<file path="src/rtl/ahb_arbiter.sv">
// AHB bus arbiter: round-robin grant, grant frozen mid-burst, MaxHold pre-emption.
// Define AHB_ARB_LOCK_EN to honour per-manager lock requests (HMASTLOCK); otherwise lock is ignored.
module ahb_arbiter #(
  parameter int NumManagers = 4,
  parameter int MaxHold     = 16
) (
  input  logic                           clk,
  input  logic                           reset,
  input  logic [NumManagers-1:0]         req,
  input  logic [NumManagers-1:0]         lock,
  input  logic [2*NumManagers-1:0]       trans,
  input  logic                           ready,
  output logic [NumManagers-1:0]         grant,
  output logic [$clog2(NumManagers)-1:0] owner,
  output logic [$clog2(NumManagers)-1:0] dataOwner,
  output logic                           mastLock
);
  localparam int IdxW  = $clog2(NumManagers);
  localparam int HoldW = $clog2(MaxHold + 1);
  localparam logic [1:0] TransIdle   = 2'd0;
  localparam logic [1:0] TransNonseq = 2'd2;

  typedef enum logic {OWN, BURST} state_e;

  state_e                 state_q, state_d;
  logic [NumManagers-1:0] grant_q, grant_d;
  logic [IdxW-1:0]        owner_q, owner_d;
  logic [IdxW-1:0]        data_owner_q, data_owner_d;
  logic [HoldW-1:0]       hold_cnt_q, hold_cnt_d;
  logic                   mast_lock_q, mast_lock_d;

  logic [1:0]             owner_trans;
  logic [NumManagers-1:0] others;
  logic [IdxW-1:0]        winner;
  logic                   found;
  logic                   hold_reached;
  logic                   burst_end;
  logic                   change_ok;
  logic                   rearb;
  logic                   do_switch;

  always_comb begin
    owner_trans = TransIdle;
    for (int i = 0; i < NumManagers; i++) begin
      if (owner_q == IdxW'(i)) owner_trans = trans[2*i +: 2];
    end

    others       = req & ~grant_q;
    hold_reached = (hold_cnt_q >= HoldW'(MaxHold));
    burst_end    = (state_q == BURST) &&
                   ((owner_trans == TransIdle) || (owner_trans == TransNonseq));
    change_ok    = ready && ((state_q == OWN) || burst_end) && !mast_lock_q;
    rearb        = !req[owner_q] || (hold_reached && (|others));

    // Round-robin: first requester above the owner, then wrap to the lowest index.
    winner = owner_q;
    found  = 1'b0;
    for (int i = 0; i < NumManagers; i++) begin
      if (!found && others[i] && (IdxW'(i) > owner_q)) begin
        winner = IdxW'(i);
        found  = 1'b1;
      end
    end
    for (int i = 0; i < NumManagers; i++) begin
      if (!found && others[i] && (IdxW'(i) < owner_q)) begin
        winner = IdxW'(i);
        found  = 1'b1;
      end
    end
    if (!found && !req[owner_q]) winner = '0;

    do_switch = change_ok && rearb && (winner != owner_q);
  end

  always_comb begin
    state_d      = state_q;
    grant_d      = grant_q;
    owner_d      = owner_q;
    data_owner_d = data_owner_q;
    hold_cnt_d   = hold_cnt_q;
    mast_lock_d  = 1'b0;

    if (ready) begin
      data_owner_d = owner_q;
      if ((state_q == OWN) && (owner_trans == TransNonseq)) begin
        state_d = BURST;
      end else if (burst_end) begin
        state_d = OWN;
      end
    end

`ifdef AHB_ARB_LOCK_EN
    mast_lock_d = mast_lock_q;
    if (ready) mast_lock_d = lock[owner_q];
`endif

    if (do_switch) begin
      grant_d         = '0;
      grant_d[winner] = 1'b1;
      owner_d         = winner;
      hold_cnt_d      = '0;
    end else if (ready && (|others) && !hold_reached) begin
      hold_cnt_d = hold_cnt_q + HoldW'(1);
    end
  end

`ifndef AHB_ARB_LOCK_EN
  logic unused_lock;
  assign unused_lock = ^lock;
`endif

  always_ff @(posedge clk) begin
    if (reset) begin
      state_q      <= OWN;
      grant_q      <= {{(NumManagers-1){1'b0}}, 1'b1};
      owner_q      <= '0;
      data_owner_q <= '0;
      hold_cnt_q   <= '0;
      mast_lock_q  <= 1'b0;
    end else begin
      state_q      <= state_d;
      grant_q      <= grant_d;
      owner_q      <= owner_d;
      data_owner_q <= data_owner_d;
      hold_cnt_q   <= hold_cnt_d;
      mast_lock_q  <= mast_lock_d;
    end
  end

  assign grant     = grant_q;
  assign owner     = owner_q;
  assign dataOwner = data_owner_q;
  assign mastLock  = mast_lock_q;

endmodule

</file>
<file path="config.mk">
export PLATFORM = sky130hd
export DESIGN_NAME = ahb_arbiter
export DESIGN_NICKNAME = d
export VERILOG_FILES = /design/src/rtl/ahb_arbiter.sv
export SDC_FILE = /design/constraint.sdc
export NUM_CORES = 1
export LEC_CHECK = 0
export CORE_UTILIZATION = 25
export DETAILED_ROUTE_END_ITERATION = 10
export SYNTH_ARGS = -nofsm -noshare
export SYNTH_HDL_FRONTEND = slang
export SYNTH_SLANG_ARGS = --single-unit
</file>
<file path="constraint.sdc">
create_clock -name clk -period 2.6 [get_ports clk]
set_input_delay 0.26 -clock clk [delete_from_list [all_inputs] [get_ports clk]]
set_output_delay 0.26 -clock clk [all_outputs]
set_load 0.01 [all_outputs]
</file>
Word-level counts from Yosys, hierarchy flattened. Cells that the tools add are included.

Register bits after elaboration: 14. Bits in latches: 0. Memory bits (writable): 0. ROM bits: 0. Input port bits: 19. Output and inout bits: 9. Word-level logic and storage cells: 97. Memories kept: 0.

Add/subtract/negate cells: 1. Multipliers: 0. Div/mod/pow operators: 0. Magnitude comparators: 12. Equality and inequality tests: 5. Shifts and indexed selects: 0. Muxes and demuxes: 27. Bitwise logic cells: 3. Reductions and logical operators: 44.

Operators with widths (count): $mux W2 (13); $logic_and A1 B1 Y1 (25); $mux W1 (12); $logic_not A1 Y1 (10); $eq A2 B2 Y1 const B (3); $lt A2 B3 Y1 const B (2); $add A5 B1 Y5 const B (1); $ge A5 B5 Y1 const B (1); $and A4 B4 Y4 (1); $gt A1 B2 Y1 const A (2); $gt A2 B2 Y1 const A (2); $logic_not A2 Y1 (2); $lt A1 B2 Y1 const A (2); $lt A2 B2 Y1 const A (2); $not A4 Y4 (1); $reduce_or A4 Y1 (1); $logic_or A1 B1 Y1 (3); $bmux W1 S2 (1); $demux W1 S2 (1); $eq A2 B1 Y1 const B (1); $ge A2 B1 Y1 const B (1); $ne A2 B2 Y1 (1); $reduce_and A2 Y1 (1); $reduce_bool A2 Y1 (1); other kinds (2) (2).

Depth between registers and ports, before layout. Gate-level depths: netlist of the first run.

Depth after elaboration: 39. Mapped depth: 8. Mapped depth without buffers: 6.

Worst setup path before layout of the first run. No wires, ideal clock.

Kind: register -> register. Start point: register owner_q[1] (netlist: owner[1]). End point: register hold_cnt_q[1]. Library setup time: 0.137 ns. Arrival time: 1.989 ns. Data required time: 2.463 ns. Setup slack: 0.474 ns. Stages on the path, launching flop included: 7. Path buffers: 1. Period minus slack after synthesis: 2.126 ns. Path through: dfxtp_1 buf_6 mux4_2 a2111o_1 and3_4 o21ai_4 a211oi_2.

Longest elaborated chain between the ends: 37. Elaborated cells between the ends (all ways): 71. Classes of those cells: order compare (8); eq/ne (5); mux (23); reduce/logical (35).

Ends and longest elaborated chain: from (decl) (RTL line 27) `logic [IdxW-1:0] owner_q, owner_d;`; from (signal assigned) (RTL line 123) `owner_q <= owner_d;`; $gt A1 B2 Y1 (RTL line 59) `if (!found && others[i] && (IdxW'(i) > owner_q)) begin`; $logic_and A1 B1 Y1 (RTL line 59); $mux W1 (RTL line 59); $logic_not A1 Y1 (RTL line 59); $logic_and A1 B1 Y1 (2 in series) (RTL line 59); $mux W1 (RTL line 59); $logic_not A1 Y1 (RTL line 59); $logic_and A1 B1 Y1 (2 in series) (RTL line 59); [... 18 more ...]; $logic_and A1 B1 Y1 (2 in series) (RTL line 65) `if (!found && others[i] && (IdxW'(i) < owner_q)) begin`; $mux W1 (RTL line 65); $logic_not A1 Y1 (RTL line 70) `if (!found && !req[owner_q]) winner = '0;`; $logic_and A1 B1 Y1 (RTL line 70); $mux W2 (RTL line 70); $ne A2 B2 Y1 (RTL line 72) `do_switch = change_ok && rearb && (winner != owner_q);`; $logic_and A1 B1 Y1 (*) (RTL line 72); $reduce_or A2 Y1 (no line) (*); to (signal assigned) (RTL line 125) `hold_cnt_q <= hold_cnt_d;`; to (decl) (RTL line 29) `logic [HoldW-1:0] hold_cnt_q, hold_cnt_d;`.

Mark *: on every way between the ends. The rest lies on a longest branch, timed or not. The select of a mux whose other input is x is not followed. A chain may end at the register's enable or synchronous reset.

Worst setup path after layout of the first run.
Start point: input port req[3]. End point: register hold_cnt_q[0].

Longest elaborated chain between the ends: 26. Elaborated cells between the ends (all ways): 40. Classes of those cells: eq/ne (1); mux (13); bitwise (1); reduce/logical (25).

Ends and longest elaborated chain: from (decl) (RTL line 9) `input logic [NumManagers-1:0] req,`; $and A4 B4 Y4 (RTL line 48) `others = req & ~grant_q;`; $logic_and A1 B1 Y1 (2 in series) (RTL line 59); $mux W1 (RTL line 59); $logic_not A1 Y1 (RTL line 65); $logic_and A1 B1 Y1 (2 in series) (RTL line 65); $mux W1 (RTL line 65); $logic_not A1 Y1 (RTL line 65); $logic_and A1 B1 Y1 (2 in series) (RTL line 65); [... 6 more ...]; $logic_and A1 B1 Y1 (2 in series) (RTL line 65); $mux W1 (RTL line 65); $logic_not A1 Y1 (RTL line 70); $logic_and A1 B1 Y1 (RTL line 70); $mux W2 (RTL line 70); $ne A2 B2 Y1 (RTL line 72); $logic_and A1 B1 Y1 (RTL line 72); $reduce_or A2 Y1 (no line).

Several ways; a longest one is shown, not always the timed one. The select of a mux whose other input is x is not followed.

==> impl_metrics.ini, run 1 <==
[outcome]
status = finished, final reports clean

[power_and_ir_drop]
leakagePower_nw = 0.4904
netSwitchingFraction_pct = 32.38
combPwrFrac_pct = 35.3
p_clk_share_pct = 29.7
pwr-share-seq_pct = 35.0
irDropWorstVdd_uv = 290.2
power_density_nw_per_um2 = 525.8
p_int_w = 0.0004880
power_switching_w = 0.0002337

[critical_path]
path_cells = clkdlybuf4s50_1 > mux4_2 > a2111o_1 > and3_4 > o21ai_4 > a211oi_2
reg2reg_slack_ns = 0.36
slowest_stage = mux4_2
crit_path_max_incr_delay_ns = 0.55
critPathLaunchType = input port
path_max_fanout = 6
criticalPathCategory = in -> reg
rr_worst_depth = 6
worstPathArrival_ns = 2.35
end_kind = flop
worstPathRequired_ns = 2.71
r2r-start = owner[0]$_SDFFE_PP0P_
r2r_end = hold_cnt_q[0]$_SDFFE_PP0P_

[logic_synthesis]
yosys_register_bits = 14
synth_cells = 113
muxShareOfSynthArea_pct = 9.478
synth-edff-count = 0
synth_top_family_by_area = compound AO/OA/AOI/OAI gates
synth_compound_area_share_pct = 30.86
synth_fp_nets = 134
synth.distinct_cells = 48
avgSynthCellArea_um2 = 9.113
synth_xor_area_share_pct = 2.552
synth_simple_gate_area_share_pct = 20.53
synthAdderAreaFrac_pct = 2.430
yosysWarnings = 0
synthArstFlopShare_pct = 0
synth-main-ff-cell = dfxtp_1
synthesis.area_um2 = 1030
seq_area_frac_synth_pct = 27.22

[drt]
wl_um = 2586
antenna_violating_nets_post_route = 0
routedWlPerCell_um = 13.83
firstDrtPassIters = 4
via_per_inst = 5.203
drt_first_iter_violations = 31
drc = 0
num_vias = 973

[clocking]
cts_repair_resize_count = 0
clock-sinks = 14
clock_path_buffers = 2
worstSkewPairLatency_ns = 0.24
post_cts_buffers = 0
cts_tree = built
clk_transition_reported_paths_ns = 0.06
root_buffer = clkbuf_8
cts_buffers = 3
ctsHoldBuffers = 0
htreeDepth = 1

[layout]
antenna_cells = 0
num-nets-final = 161
fill_cells = 373
drive_gt1_share_pct = 17.27
syn2layout_area_growth_pct = 33.29
regArea_um2 = 280.3
multi_input_area_um2 = 681.9

[timing]
fin_crit_ns = 2.240
max_slew_margin_pct = 62.81
rsz0062_at_grt = no
hold_viol_final = 0
finalSetupTns_ns = 0
max_freq_ghz = 0.4464
layout_setup_ws_ns = 0.3599
fin_worst_skew_ns = 0.0009284
worstMarginPinSlew_ns = 0.5561
slew_violations = 0
setup_viol = 0
fin_crit_sh_pct = 86.16

[place]
hpwl_um = 1971
globalplace.congestion = 0.8248
numPortBuffers = 22
pre_cts_slack_ns = 0.1138

[floorplan]
coreArea_um2 = 3799
fp.dieH_um = 66.18
die_w_um = 66.18
io_pins = 28
initial_core_util_pct = 27.11
fp.dieArea_um2 = 4380
rows = 22

[run]
maxCapViolCount = 0

[global_routing]
antenna_found_initial = 0
grt_pass1_wl_um = 4347
grt_max_degree = 16
groute.usage.overall_pct = 13.01
grt-ovfl-total = 0
grt_pass1_vias = 923

[hold_path]
min_to = dataOwner[1]$_SDFFE_PP0P_
hold_class = reg -> reg
hold_start = dataOwner[1]$_SDFFE_PP0P_
whs_path_depth = 2
## metrics by stage
step	utilization (%)	hold slack (ns)	area, um2	power [W]	std cells
6_report	36.13	0.4893	1373	0.0007217	187
5_1_grt	36.13	0.5241	1373	0.0007668	187
4_1_cts	36.13	0.4977	1373	0.0007253	187
3_5_place_dp	34.68	0.4833	1318	0.0005106	183
3_3_place_gp	34.68	0.4746	1318	0.0005041	183
2_1_floorplan	-	0.3246	1030	0.0004217	113
## cell usage in the layout (no fill, tap or decap), types with 4 or more instances in the layout
master           synthesis  routed
nor2b_1                  4       4
nor2_1                   5       5
nand2b_1                 6       6
clkbuf_8                 0       4
buf_4                    1       6
inv_1                    8       8
a31oi_1                  4       4
dfxtp_1                 14      14
clkdlybuf4s50_1          0      22
a211oi_2                 5       5
nand2_1                  6       6
## cells in the mapped netlist, types with 3 or more instances
library cell / n / area share [%]
nand2_1: 6 / 2.2
a211oi_2: 5 / 6.1
o21ai_0: 3 / 1.5
dfxtp_1: 14 / 27
nand3_1: 3 / 1.5
a21oi_1: 3 / 1.5
inv_1: 8 / 2.9
nor2_1: 5 / 1.8
mux4_2: 3 / 6.6
nor2b_1: 4 / 2.4
buf_2: 3 / 1.5
mux2i_1: 3 / 2.9
a31oi_1: 4 / 2.4
nand2b_1: 6 / 3.6
nor3b_1: 3 / 2.2
o211ai_1: 3 / 2.2
## state kept, by name, indices dropped and copies added (netlist names)
register / flops
dataOwner: 2
grant: 4
hold_cnt_q: 5
owner: 2
state_q: 1
## final cells by class
cell class / count / area share (%)
flip-flops and latches: 14 / 20.42
inverters: 8 / 2.188
multi-input cells: 85 / 49.68
well taps: 48 / 4.376
repair buffers: 28 / 19.33
clock buffers: 4 / 4.011
## worst max-delay path by stage
stage / endpoint / from / depth (start not counted)
finish: hold_cnt_q[0]$_SDFFE_PP0P_ / req[3] / 6
global route: hold_cnt_q[0]$_SDFFE_PP0P_ / owner[0]$_SDFFE_PP0P_ / 8
CTS: hold_cnt_q[0]$_SDFFE_PP0P_ / owner[0]$_SDFFE_PP0P_ / 6
detailed placement: hold_cnt_q[0]$_SDFFE_PP0P_ / req[3] / 6
global placement: hold_cnt_q[0]$_SDFFE_PP0P_ / req[3] / 6
floorplan: hold_cnt_q[1]$_SDFFE_PP0P_ / owner[1]$_SDFFE_PP0P_ / 6
## logic make-up (layout without fill, tap and decap cells)
| logic type | count (synthesis) | after routing |
|---|---|---|
| adder cells (fa/ha/maj) | 2 | 2 |
| multiplexers | 6 | 6 |
| buffers and inverters | 14 | 40 |
| AND/OR/NAND/NOR | 36 | 36 |
| flip-flops | 14 | 14 |
| other | 1 | 1 |
| AO/OA/AOI/OAI | 37 | 37 |
| XOR/XNOR | 3 | 3 |
## critical path: cells and delay by family
family                 cells  cell delay [ns]
muxes                      1             0.55
AOI/OAI and AO/OA          3             0.83
buffers and inverters      1             0.47
and+or+nand+nor            1             0.24
## metal layers
layer | vias to the layer above | track usage, % | routed length [um]
met5 | - | 0 | 0
met2 | 38 | 22.07 | 1200
li1 | 478 | - | -
met1 | 455 | 17.03 | 1242
met4 | 0 | 1.596 | 1
met3 | 2 | 3.103 | 141
## power groups by stage
| stage | Combinational (W) | Sequential [W] | Clock (W) |
|---|---|---|---|
| after floorplan | 0.000168 | 0.000253 | 0 |
| after global placement | 0.000247 | 0.000257 | 0 |
| after detailed placement | 0.000253 | 0.000257 | 0 |
| after CTS | 0.000255 | 0.000253 | 0.000218 |
| after global routing | 0.000279 | 0.000256 | 0.000232 |
| final | 0.000255 | 0.000252 | 0.000214 |
No activity file was read; power rests on OpenSTA's default activity.
==> run 2: changes to the inputs <==
--- a/config.mk
+++ b/config.mk
@@ -7,6 +7,7 @@
 export LEC_CHECK = 0
 export CORE_UTILIZATION = 25
 export DETAILED_ROUTE_END_ITERATION = 10
+export SLEW_MARGIN = 30
 export SYNTH_ARGS = -nofsm -noshare
 export SYNTH_HDL_FRONTEND = slang
 export SYNTH_SLANG_ARGS = --single-unit
==> results of run 2 <==
The final DEF is identical to that of run 1; final timing and power are the same.
==> run 3: changes to the inputs <==
--- a/config.mk
+++ b/config.mk
@@ -5,6 +5,7 @@
 export SDC_FILE = /design/constraint.sdc
 export NUM_CORES = 1
 export LEC_CHECK = 0
+export CORE_MARGIN = 10
 export CORE_UTILIZATION = 25
 export DETAILED_ROUTE_END_ITERATION = 10
 export SLEW_MARGIN = 30
==> constraint.sdc (replaced) <==
create_clock -name clk -period 2.6 [get_ports clk]
set_input_delay 0.52 -clock clk [delete_from_list [all_inputs] [get_ports clk]]
set_output_delay 0.52 -clock clk [all_outputs]
set_load 0.01 [all_outputs]
==> impl_metrics.ini, run 3 (synthesis gave the netlist of run 1 again) <==
[outcome]
status = finished, final reports clean

[clocking]
root_buffer = clkbuf_8
clock_path_buffers = 2
ctsHoldBuffers = 0
clk_transition_reported_paths_ns = 0.06
worstSkewPairLatency_ns = 0.25
clock-sinks = 14
htreeDepth = 1
cts_tree = built
cts_buffers = 3
post_cts_buffers = 0
cts_repair_resize_count = 0

[global_routing]
grt_pass1_wl_um = 4968
grt_max_degree = 13
antenna_found_initial = 0
grt_pass1_vias = 1018
groute.usage.overall_pct = 8.177
grt-ovfl-total = 0

[layout]
syn2layout_area_growth_pct = 40.10
regMostFlops = hold_cnt_q
antenna_cells = 0
largest_reg_flops = 5
fill_cells = 410
layout_commonest_cell = clkdlybuf4s50_1
final_area_um2 = 1443
num-nets-final = 170
final_cell_mix = 22 x clkdlybuf4s50_1, 15 x buf_4, 14 x dfxtp_1
fin_cells = 198
drive_gt1_share_pct = 22.30

[timing]
fin_crit_ns = 2.445
fin_crit_sh_pct = 94.05
max_freq_ghz = 0.4089
finalSetupTns_ns = 0
rsz0062_at_grt = no
slew_violations = 0
fin_worst_skew_ns = 0.004231
hold_viol_final = 0
setup_viol = 0
layout_setup_ws_ns = 0.1546

[drt]
drc = 0
via_per_inst = 5.081
firstDrtPassIters = 4
num_vias = 1006
wl_um = 2932
antenna_violating_nets_post_route = 0
routedWlPerCell_um = 14.81
drt_first_iter_violations = 24

[place]
place_area_um2 = 1388
numPortBuffers = 22
hpwl_um = 2311
place_inst = 194
globalplace.congestion = 0.7799
pre_cts_slack_ns = -0.09019

[floorplan]
rows = 23
fp.dieArea_um2 = 7086
fp.dieH_um = 84.18
coreArea_um2 = 4000
die_w_um = 84.18
initial_core_util_pct = 25.74
io_pins = 28

[critical_path]
worstPathArrival_ns = 2.57
end_kind = flop
path_max_fanout = 6
critPathLaunchType = input port
criticalPathCategory = in -> reg
worstPathRequired_ns = 2.73

[power_and_ir_drop]
total_power_w = 0.0007564
power_density_nw_per_um2 = 524.3
irDropWorstVdd_uv = 324.2
leakagePower_nw = 0.5347

[run]
maxCapViolCount = 0

[hold_path]
hold_class = reg -> reg
-- run 3: changes by cell type in the layout (fill, tap and decap cells not counted), sizes merged --
cell / change
buf: +9
-- run 3: per-layer routing --
layer	wire [um]	global-route usage (%)	up-vias	share of wire, %
li1	-	-	500	-
met1	1313	9.558	483	45
met2	1456	13.83	18	50
met3	118	2.319	5	4.0
met4	43	2.892	0	1.5
met5	0	0	-	0
-- run 3: critical path, cell delays in order --
cell and delay (ns):
clkdlybuf4s50_1 0.45, mux4_2 0.52, a2111o_1 0.47, and3_4 0.24
o21ai_4 0.25, a211oi_2 0.12
-- run 3: worst paths after layout --
check	from	endpoint	slack [ns]	cells past startpoint
hold reg to reg	dataOwner[0]$_SDFFE_PP0P_	dataOwner[0]$_SDFFE_PP0P_	0.51	2
setup / recovery	req[1]	hold_cnt_q[2]$_SDFFE_PP0P_	0.15	6
setup reg to reg	owner[0]$_SDFFE_PP0P_	hold_cnt_q[2]$_SDFFE_PP0P_	0.43	8
hold / removal	dataOwner[0]$_SDFFE_PP0P_	dataOwner[0]$_SDFFE_PP0P_	0.51	2
-- run 3: metrics by stage --
step	util [%]	hold slack, ns
2_1_floorplan	-	0.4728
3_3_place_gp	34.69	0.4789
3_5_place_dp	34.69	0.4880
4_1_cts	36.07	0.5078
5_1_grt	36.07	0.5480
6_report	36.07	0.5073
-- run 3: where the power goes --
group	switching (W)	total [W]	internal (W)
registers	0.0000213	0.000252	0.000231
clock network	0.0000843	0.000219	0.000134
logic	0.000142	0.000286	0.000144
total	0.000248	0.000756	0.000509
-- run 3: final cells by class --
type,instances,area (um2),share of cell area [%]
Inverter,8,30.03,2.082
Multi-Input combinational cell,85,681.9,47.27
Timing Repair Buffer,37,332.8,23.07
Clock buffer,4,55.05,3.816
Tap cell,50,62.56,4.337
Sequential cell,14,280.3,19.43
